==> config.mk <==
export PLATFORM = sky130hd
export DESIGN_NAME = uart_tx
export DESIGN_NICKNAME = d
export VERILOG_FILES = /design/src/rtl/uart_pkg.sv /design/src/rtl/uart_baud_tick.sv /design/src/rtl/uart_tx.sv
export SDC_FILE = /design/constraint.sdc
export NUM_CORES = 1
export LEC_CHECK = 0
export CELL_PAD_IN_SITES_DETAIL_PLACEMENT = 1
export CELL_PAD_IN_SITES_GLOBAL_PLACEMENT = 2
export CORE_AREA = 8 8 70 72
export CTS_CLUSTER_DIAMETER = 60
export DETAILED_ROUTE_END_ITERATION = 10
export DIE_AREA = 0 0 78 80
export GPL_TIMING_DRIVEN = 0
export PLACE_DENSITY = 0.77
export SYNTH_ARGS = -nofsm -noshare
export SYNTH_HDL_FRONTEND = slang
export SYNTH_HIERARCHICAL = 1
export SYNTH_SLANG_ARGS = --single-unit
==> constraint.sdc <==
create_clock -name clk -period 2.2 [get_ports clk]
set_input_delay 0.22 -clock clk [delete_from_list [all_inputs] [get_ports clk]]
set_output_delay 0.22 -clock clk [all_outputs]
set_load 0.02 [all_outputs]
==> src/rtl/uart_pkg.sv <==
// Shared UART definitions: FSM state encoding, line levels and bit-ordering helper.
package uart_pkg;

    typedef enum logic [1:0] {
        IDLE  = 2'd0,
        START = 2'd1,
        DATA  = 2'd2,
        STOP  = 2'd3
    } uart_state_e;

    localparam int   UART_DATA_W = 8;
    localparam logic UART_IDLE   = 1'b1;
    localparam logic UART_START  = 1'b0;

    // The bit currently presented on the line is always at the shift-out end.
    function automatic logic line_bit(input logic [UART_DATA_W-1:0] shift, input logic msb_first);
        line_bit = msb_first ? shift[UART_DATA_W-1] : shift[0];
    endfunction

    function automatic logic [UART_DATA_W-1:0] shift_next(input logic [UART_DATA_W-1:0] shift,
                                                          input logic msb_first);
        shift_next = msb_first ? {shift[UART_DATA_W-2:0], 1'b0} : {1'b0, shift[UART_DATA_W-1:1]};
    endfunction

endpackage

==> src/rtl/uart_baud_tick.sv <==
// Bit-period timer: tick is high on the last clk of each CLKS_PER_BIT-long bit.
module uart_baud_tick #(
    parameter int CLKS_PER_BIT = 1
) (
    input  logic clk,
    input  logic rst,
    input  logic clear,
    output logic tick
);
    localparam int            CNT_W = $clog2(CLKS_PER_BIT + 1);
    localparam logic [CNT_W-1:0] LAST = CNT_W'(CLKS_PER_BIT - 1);

    logic [CNT_W-1:0] cnt_q;
    logic [CNT_W-1:0] cnt_d;

    assign tick = (cnt_q == LAST);

    // Reload at every bit boundary so each bit starts from zero.
    always_comb begin
        cnt_d = cnt_q;
        if (clear || tick) begin
            cnt_d = '0;
        end else begin
            cnt_d = cnt_q + CNT_W'(1);
        end
    end

    // Tick counter register.
    always_ff @(posedge clk) begin
        if (rst) begin
            cnt_q <= '0;
        end else begin
            cnt_q <= cnt_d;
        end
    end

endmodule

==> src/rtl/uart_tx.sv <==
// UART transmitter: valid/ready byte intake, one-entry holding register, framed serial output.
module uart_tx
    import uart_pkg::*;
#(
    parameter int CLKS_PER_BIT = 1,
    parameter int STOP_BITS    = 1,
    parameter int MSB_FIRST    = 1
) (
    input  logic                   clk,
    input  logic                   rst,
    input  logic [UART_DATA_W-1:0] data,
    input  logic                   valid,
    output logic                   ready,
    output logic                   tx,
    output logic                   busy
);
    localparam logic MSB_F     = (MSB_FIRST != 0);
    localparam logic STOP_LAST = 1'(STOP_BITS - 1);

    uart_state_e            state_q, state_d;
    logic [2:0]             bit_cnt_q, bit_cnt_d;
    logic                   stop_cnt_q, stop_cnt_d;
    logic [UART_DATA_W-1:0] shift_q, shift_d;
    logic [UART_DATA_W-1:0] hold_q, hold_d;
    logic                   hold_full_q, hold_full_d;
    logic                   ready_q, ready_d;
    logic                   tx_q, tx_d;
    logic                   busy_q, busy_d;
    logic                   tick_s;
    logic                   load_s;
    logic                   accept_s;

    uart_baud_tick #(.CLKS_PER_BIT(CLKS_PER_BIT)) u_tick (
        .clk   (clk),
        .rst   (rst),
        .clear (state_q == IDLE),
        .tick  (tick_s)
    );

    // Next-state, counters, shift/holding registers and registered line level.
    always_comb begin
        state_d    = state_q;
        bit_cnt_d  = bit_cnt_q;
        stop_cnt_d = stop_cnt_q;
        shift_d    = shift_q;
        load_s     = 1'b0;
        case (state_q)
            IDLE: begin
                if (hold_full_q) begin
                    state_d = START;
                    load_s  = 1'b1;
                end else begin
                    state_d = IDLE;
                end
            end
            START: begin
                if (tick_s) begin
                    state_d   = DATA;
                    bit_cnt_d = 3'd0;
                end else begin
                    state_d = START;
                end
            end
            DATA: begin
                if (!tick_s) begin
                    state_d = DATA;
                end else if (bit_cnt_q == 3'd7) begin
                    state_d    = STOP;
                    stop_cnt_d = 1'b0;
                end else begin
                    bit_cnt_d = bit_cnt_q + 3'd1;
                    shift_d   = shift_next(shift_q, MSB_F);
                end
            end
            STOP: begin
                if (!tick_s) begin
                    state_d = STOP;
                end else if (stop_cnt_q != STOP_LAST) begin
                    stop_cnt_d = stop_cnt_q + 1'b1;
                end else if (hold_full_q) begin
                    // Chain straight into the next frame with no idle gap.
                    state_d = START;
                    load_s  = 1'b1;
                end else begin
                    state_d = IDLE;
                end
            end
            default: begin
                state_d = IDLE;
            end
        endcase

        if (load_s) begin
            shift_d = hold_q;
        end else begin
            shift_d = shift_d;
        end

        accept_s = valid && ready_q;
        hold_d   = accept_s ? data : hold_q;
        if (accept_s) begin
            hold_full_d = 1'b1;
        end else if (load_s) begin
            hold_full_d = 1'b0;
        end else begin
            hold_full_d = hold_full_q;
        end
        ready_d = !hold_full_d;
        busy_d  = (state_d != IDLE);

        case (state_d)
            START:   tx_d = UART_START;
            DATA:    tx_d = line_bit(shift_d, MSB_F);
            default: tx_d = UART_IDLE;
        endcase
    end

    // State and datapath registers; reset truncates any frame and drops the held byte.
    always_ff @(posedge clk) begin
        if (rst) begin
            state_q     <= IDLE;
            bit_cnt_q   <= 3'd0;
            stop_cnt_q  <= 1'b0;
            shift_q     <= '0;
            hold_q      <= '0;
            hold_full_q <= 1'b0;
            ready_q     <= 1'b0;
            tx_q        <= UART_IDLE;
            busy_q      <= 1'b0;
        end else begin
            state_q     <= state_d;
            bit_cnt_q   <= bit_cnt_d;
            stop_cnt_q  <= stop_cnt_d;
            shift_q     <= shift_d;
            hold_q      <= hold_d;
            hold_full_q <= hold_full_d;
            ready_q     <= ready_d;
            tx_q        <= tx_d;
            busy_q      <= busy_d;
        end
    end

    assign ready = ready_q;
    assign tx    = tx_q;
    assign busy  = busy_q;

endmodule
# Word-level counts from Yosys, hierarchy flattened
# Cells that the tools add are included.
[classes]
addsub = 3
mul = 0
div_mod_pow = 0
order_cmp = 0
eq_ne = 13
shifts = 0
muxes = 27
bitwise = 1
reduce_logical = 12
[op_table]
columns = ["op", "n"]
rows = [
  ["$mux W8", 4],
  ["$ne A2 B2 Y1 const B", 7],
  ["$mux W1", 10],
  ["$mux W2", 5],
  ["$mux W3", 3],
  ["$pmux W2 S4", 1],
  ["$reduce_and A4 Y1", 2],
  ["$reduce_bool A2 Y1", 4],
  ["$eq A2 B2 Y1 const B", 3],
  ["$pmux W1 S2", 3],
  ["$pmux W3 S2", 1],
  ["$eq A2 B1 Y1 const B", 2],
  ["$add A3 B1 Y3 const B", 1],
  ["$eq A3 B3 Y1 const B", 1],
  ["$reduce_and A3 Y1", 1],
  ["$add A1 B1 Y1 const B", 2],
  ["$logic_not A2 Y1", 1],
  ["$reduce_or A2 Y1", 1],
  ["$logic_and A1 B1 Y1", 1],
  ["$logic_not A1 Y1", 1],
  ["$logic_or A1 B1 Y1", 1],
  ["$not A1 Y1", 1],
]
[word_totals]
ff_bits = 27
latch_bits = 0
ramBits = 0
mem_bits_ro = 0
in_bits = 11
output_inout_bits = 3
elab_cells = 67
memories = 0

# Longest topological paths before layout
[depth]
word_depth = 7
ltp_mapped = 8
depth_no_buf = 8

# Cells and area by module
# Netlist, hierarchy kept.
[modules_own_cells]
columns = ["module", "n_inst", "cells_each", "area_per_inst_um2", "seq_area_each_um2"]
rows = [
  ["uart_tx", 1, 130, 1183.6, 500.5],
  ["uart_baud_tick", 1, 3, 27.5, 20.0],
]

# Worst setup path before layout
# No wires, ideal clock.
[synth_timing]
kind = "reg2reg"
start = "reg state_q[0]"
end = "reg tx_q (netlist: tx)"
setup_ns = 0.118
t_arrival_ns = 1.560
t_required_ns = 2.082
path_slack_ns = 0.522
stages_incl_launch_ff = 8
n_path_buf = 0
synth_period_minus_slack_ns = 1.678
path_cell_list = "dfxtp_1 inv_1 ha_1 o21ai_0 a311o_1 ha_1 nor2b_1 o21ai_1"
[synth_via]
elab_chain_len = 5
elab_cells_between_ends = 15
cone_classes = "5 x eq/ne; 9 x mux; 1 x reduce/logical"
[synth_rtl]
columns = ["element", "line", "rtl"]
rows = [
  ["from (decl)", "uart_tx.sv:20", "uart_state_e state_q, state_d;"],
  ["from (signal assigned)", "uart_tx.sv:131", "state_q <= state_d;"],
  ["$mux W2, on equally long branches", "uart_tx.sv:78, uart_tx.sv:67", ""],
  ["$mux W2, on equally long branches", "uart_tx.sv:76, uart_tx.sv:65", ""],
  ["$pmux W2 S4", "uart_tx.sv:47", "case (state_q)"],
  ["$eq A2 B2 Y1 / $eq A2 B1 Y1 (equally long branches)", "uart_tx.sv:111", "case (state_d)"],
  ["$pmux W1 S2 (*)", "uart_tx.sv:111", ""],
  ["to (signal assigned)", "uart_tx.sv:138", "tx_q <= tx_d;"],
  ["to (decl)", "uart_tx.sv:27", "logic tx_q, tx_d;"],
]
# Every way passes the cells marked *; elsewhere a longest branch is shown, timed or not. The select of a mux whose other input is x is not followed.
# A chain may end at the register's enable or synchronous reset.

# Worst setup path in the final report
# Ends and elaborated chain as after synthesis.

==> insert_results.sql <==
INSERT INTO impl_metrics (metric_group, metric, value, unit) VALUES
('clocking', 'ctsHoldBuffers', '0', ''),
('synth', 'synth_top_family_by_area', 'simple AND/OR/NAND/NOR gates', ''),
('synth', 'synth.avg_cell_area', '9.11', 'sq um'),
('finish', 'final_cell_count_without_fillers', '198', ''),
('clocking', 'clock_sinks', '26', ''),
('setup_path', 'worst-endpoint-required', '2.36', 'ns'),
('global_route', 'largest_net_degree_at_the_start_of_global_routing', '14', ''),
('setup_path', 'highest_net_fanout_along_the_worst_path', '8', ''),
('finish', 'post_route_cells_drive_above_1_share', '11.5', '%'),
('setup_path', 'cpPeakStageDelay', '0.43', 'ns'),
('finish', 'antenna_cells', '0', ''),
('routing', 'vias', '897', ''),
('routing', 'post-route-drc-count', '0', ''),
('synth', 'synth_simple_gate_area_share', '18.3', '%'),
('synth', 'synth_adder_area_share', '9.30', '%'),
('timing', 'slew_margin_rel', '62.7', '%'),
('power', 'pwr-share-seq', '56.6', '%'),
('setup_path', 'kind_of_start_point_of_the_critical_path', 'flop', ''),
('floorplanning', 'fp.dieArea', '6240', 'sq um'),
('power', 'pwr_density_cell', '629', 'nW/um^2'),
('routing', 'routed_wirelength', '2400', 'um'),
('power', 'netSwitchingPower', '0.219', 'mW'),
('routing', 'drt-wirelength-per-cell', '12.1', 'um'),
('timing', 'timing.clock.skew', '0.00144', 'ns'),
('synth', 'synth_edf_count', '0', ''),
('finish', 'most-common-layout-cells', 'sky130_fd_sc_hd__dfxtp_1 (26), sky130_fd_sc_hd__nand2_1 (19), sky130_fd_sc_hd__nor2_1 (14)', ''),
('finish', 'layout-area-overhead-vs-synth', '18.5', '%'),
('floorplanning', 'core.rowCount', '23', ''),
('timing', 'finalSetupViolations', '0', ''),
('clocking', 'cts_post_setup_buffers_inserted', '0', ''),
('synth', 'post_synth_xor_area_fraction', '0', '%'),
('clocking', 'worstSkewPairLatency', '0.26', 'ns'),
('setup_path', 'worst_r2r_startpoint', 'state_q[0]', ''),
('routing', 'viasPerCell', '4.53', ''),
('place', 'dp.cells', '195', ''),
('clocking', 'cts.repair.resized', '0', ''),
('power', 'p_int', '0.684', 'mW'),
('timing', 'hold_viol_final', '0', ''),
('floorplanning', 'die_height', '80', 'um'),
('setup_path', 'ff2ff_setup_slack', '0.30', 'ns'),
('min_path', 'holdCritPathClass', 'in2reg', ''),
('power', 'cellLeakagePower', '0.590', 'nW'),
('power', 'netSwitchingFraction', '24.2', '%'),
('routing', 'drt_iter0_drc', '36', ''),
('global_route', 'globalRoute.totalOverflow', '0', ''),
('clocking', 'cts_htree_levels', '1', ''),
('timing', 'totalNegativeSetupSlack', '0', 'ns'),
('synth', 'synth_warnings', '6', ''),
('floorplanning', 'top_level_ports', '14', ''),
('synth', 'synth_compound_area_share', '17.0', '%'),
('power', 'peakVddDrop', '0.290', 'mV'),
('power', 'combinationalPowerShare', '14.8', '%'),
('finish', 'design.final.nets', '170', ''),
('global_route', 'grt_pass1_vias', '937', ''),
('timing', 'final_min_period_over_clock_period', '86.5', '%'),
('finish', 'utilization', '37.2', '%'),
('setup_path', 'setup.worst_path.end', 'tx', ''),
('clocking', 'cts_tree', 'yes', ''),
('status', 'result_of_the_run', 'finished, final reports clean', ''),
('synth', 'mappedNetlistArea', '1210', 'sq um'),
('setup_path', 'critPathSlowestCell', 'sky130_fd_sc_hd__a311o_1', ''),
('routing', 'router_iterations_before_antenna_repair', '4', ''),
('power', 'clock_power_share', '28.6', '%'),
('setup_path', 'crit_path_cell_trace', 'inv_1 -> ha_1 -> o21ai_0 -> a311o_1 -> ha_1 -> nor2b_1 -> o21ai_1', ''),
('place', 'preCtsSetupSlack', '0.306', 'ns'),
('synth', 'ys_seq_elements', '26', ''),
('timing', 'timing_worst_slew_pin_value', '0.559', 'ns'),
('global_route', 'grt.total_usage', '8.11', '%'),
('synth', 'synthArstFlopShare', '0', '%'),
('place', 'place.port_buffers', '12', ''),
('clocking', 'numCtsBuffers', '3', '');
[power by group through the flow]
| stage | clock network [mW] | logic (mW) | registers [mW] |
|---|---|---|---|
| after CTS | 0.273 | 0.137 | 0.511 |
| after global routing | 0.297 | 0.148 | 0.514 |
| final | 0.258 | 0.133 | 0.511 |
| after floorplan | 0 | 0.0865 | 0.524 |
| after global placement | 0 | 0.134 | 0.521 |
| after detailed placement | 0 | 0.136 | 0.522 |
[critical path, delay by kind of cell (launching register included)]
family / cells / cell delay [ns]
buffers and inverters: 1 / 0.11
and+or+nand+nor: 1 / 0.12
adders and majority gates: 2 / 0.58
DFF: 1 / 0.35
AOI/OAI and AO/OA: 3 / 0.65
[how the worst min path moves through the flow]
stage | cells after the start | end | from
after floorplan | 2 | hold_q[0] | data[0]
after detailed placement | 2 | hold_q[2] | hold_q[2]
after global placement | 2 | bit_cnt_q[2] | bit_cnt_q[2]
after CTS | 2 | ready | rst
after global routing | 2 | ready | rst
final | 2 | ready | rst
[metal layers]
| layer | wire, um | part of all wire (%) | track usage [%] | vias up |
|---|---|---|---|---|
| met1 | 1190 | 50 | 9.46 | 409 |
| met3 | 49 | 2.0 | 1.80 | 2 |
| li1 | - | - | - | 475 |
| met4 | 21 | 0.88 | 4.26 | 0 |
| met2 | 1140 | 47 | 13.6 | 11 |
| met5 | 0 | 0 | 0 | - |
[layout make-up]
cell class	instances	area, sq um	share of cell area (%)
multi-input combinational	93	614	42.8
clock buffer	3	41.3	2.88
timing repair buffer	12	120	8.37
sequential	26	520	36.3
tap	50	62.6	4.36
inverter	6	22.5	1.57
buffer	8	53.8	3.75
[sequential cells by signal, indices dropped and copies added (netlist names)]
name	count
hold_q	8
shift_q	8
bit_cnt_q	3
state_q	2
busy	1
hold_full_q	1
ready	1
tx	1
u_tick/cnt_q	1
[per-stage QoR]
step	hold WS [ns]	cell area [sq um]	power, mW
global route	0.345	1440	0.959
detailed placement	0.452	1390	0.658
floorplan	0.356	1210	0.610
finish	0.326	1440	0.902
global placement	0.445	1390	0.655
CTS	0.333	1440	0.921
[cell usage after synthesis (2+ instances only)]
cell,number,area (sq um)
sky130_fd_sc_hd__dfxtp_1,26,521
sky130_fd_sc_hd__nand2_1,19,71.3
sky130_fd_sc_hd__nor2_1,14,52.6
sky130_fd_sc_hd__a21oi_1,11,55.1
sky130_fd_sc_hd__ha_1,9,113
sky130_fd_sc_hd__mux2i_1,7,70.1
sky130_fd_sc_hd__a211oi_2,6,75.1
sky130_fd_sc_hd__inv_1,6,22.5
sky130_fd_sc_hd__clkbuf_1,4,15.0
sky130_fd_sc_hd__nor2b_1,4,25.0
sky130_fd_sc_hd__o21ai_0,4,20.0
sky130_fd_sc_hd__a21oi_2,3,26.3
sky130_fd_sc_hd__buf_6,3,33.8
sky130_fd_sc_hd__and2_1,2,12.5
sky130_fd_sc_hd__nand4_1,2,12.5
sky130_fd_sc_hd__nor3_1,2,10.0
[logic make-up after synthesis]
| kind of cell | count (synthesis) |
|---|---|
| simple gates | 48 |
| compound gates | 28 |
| flops | 26 |
| mux | 7 |
| other cells | 1 |
| fa+ha+maj | 9 |
| buf+inv | 14 |
No activity file was read; power rests on OpenSTA's default activity.
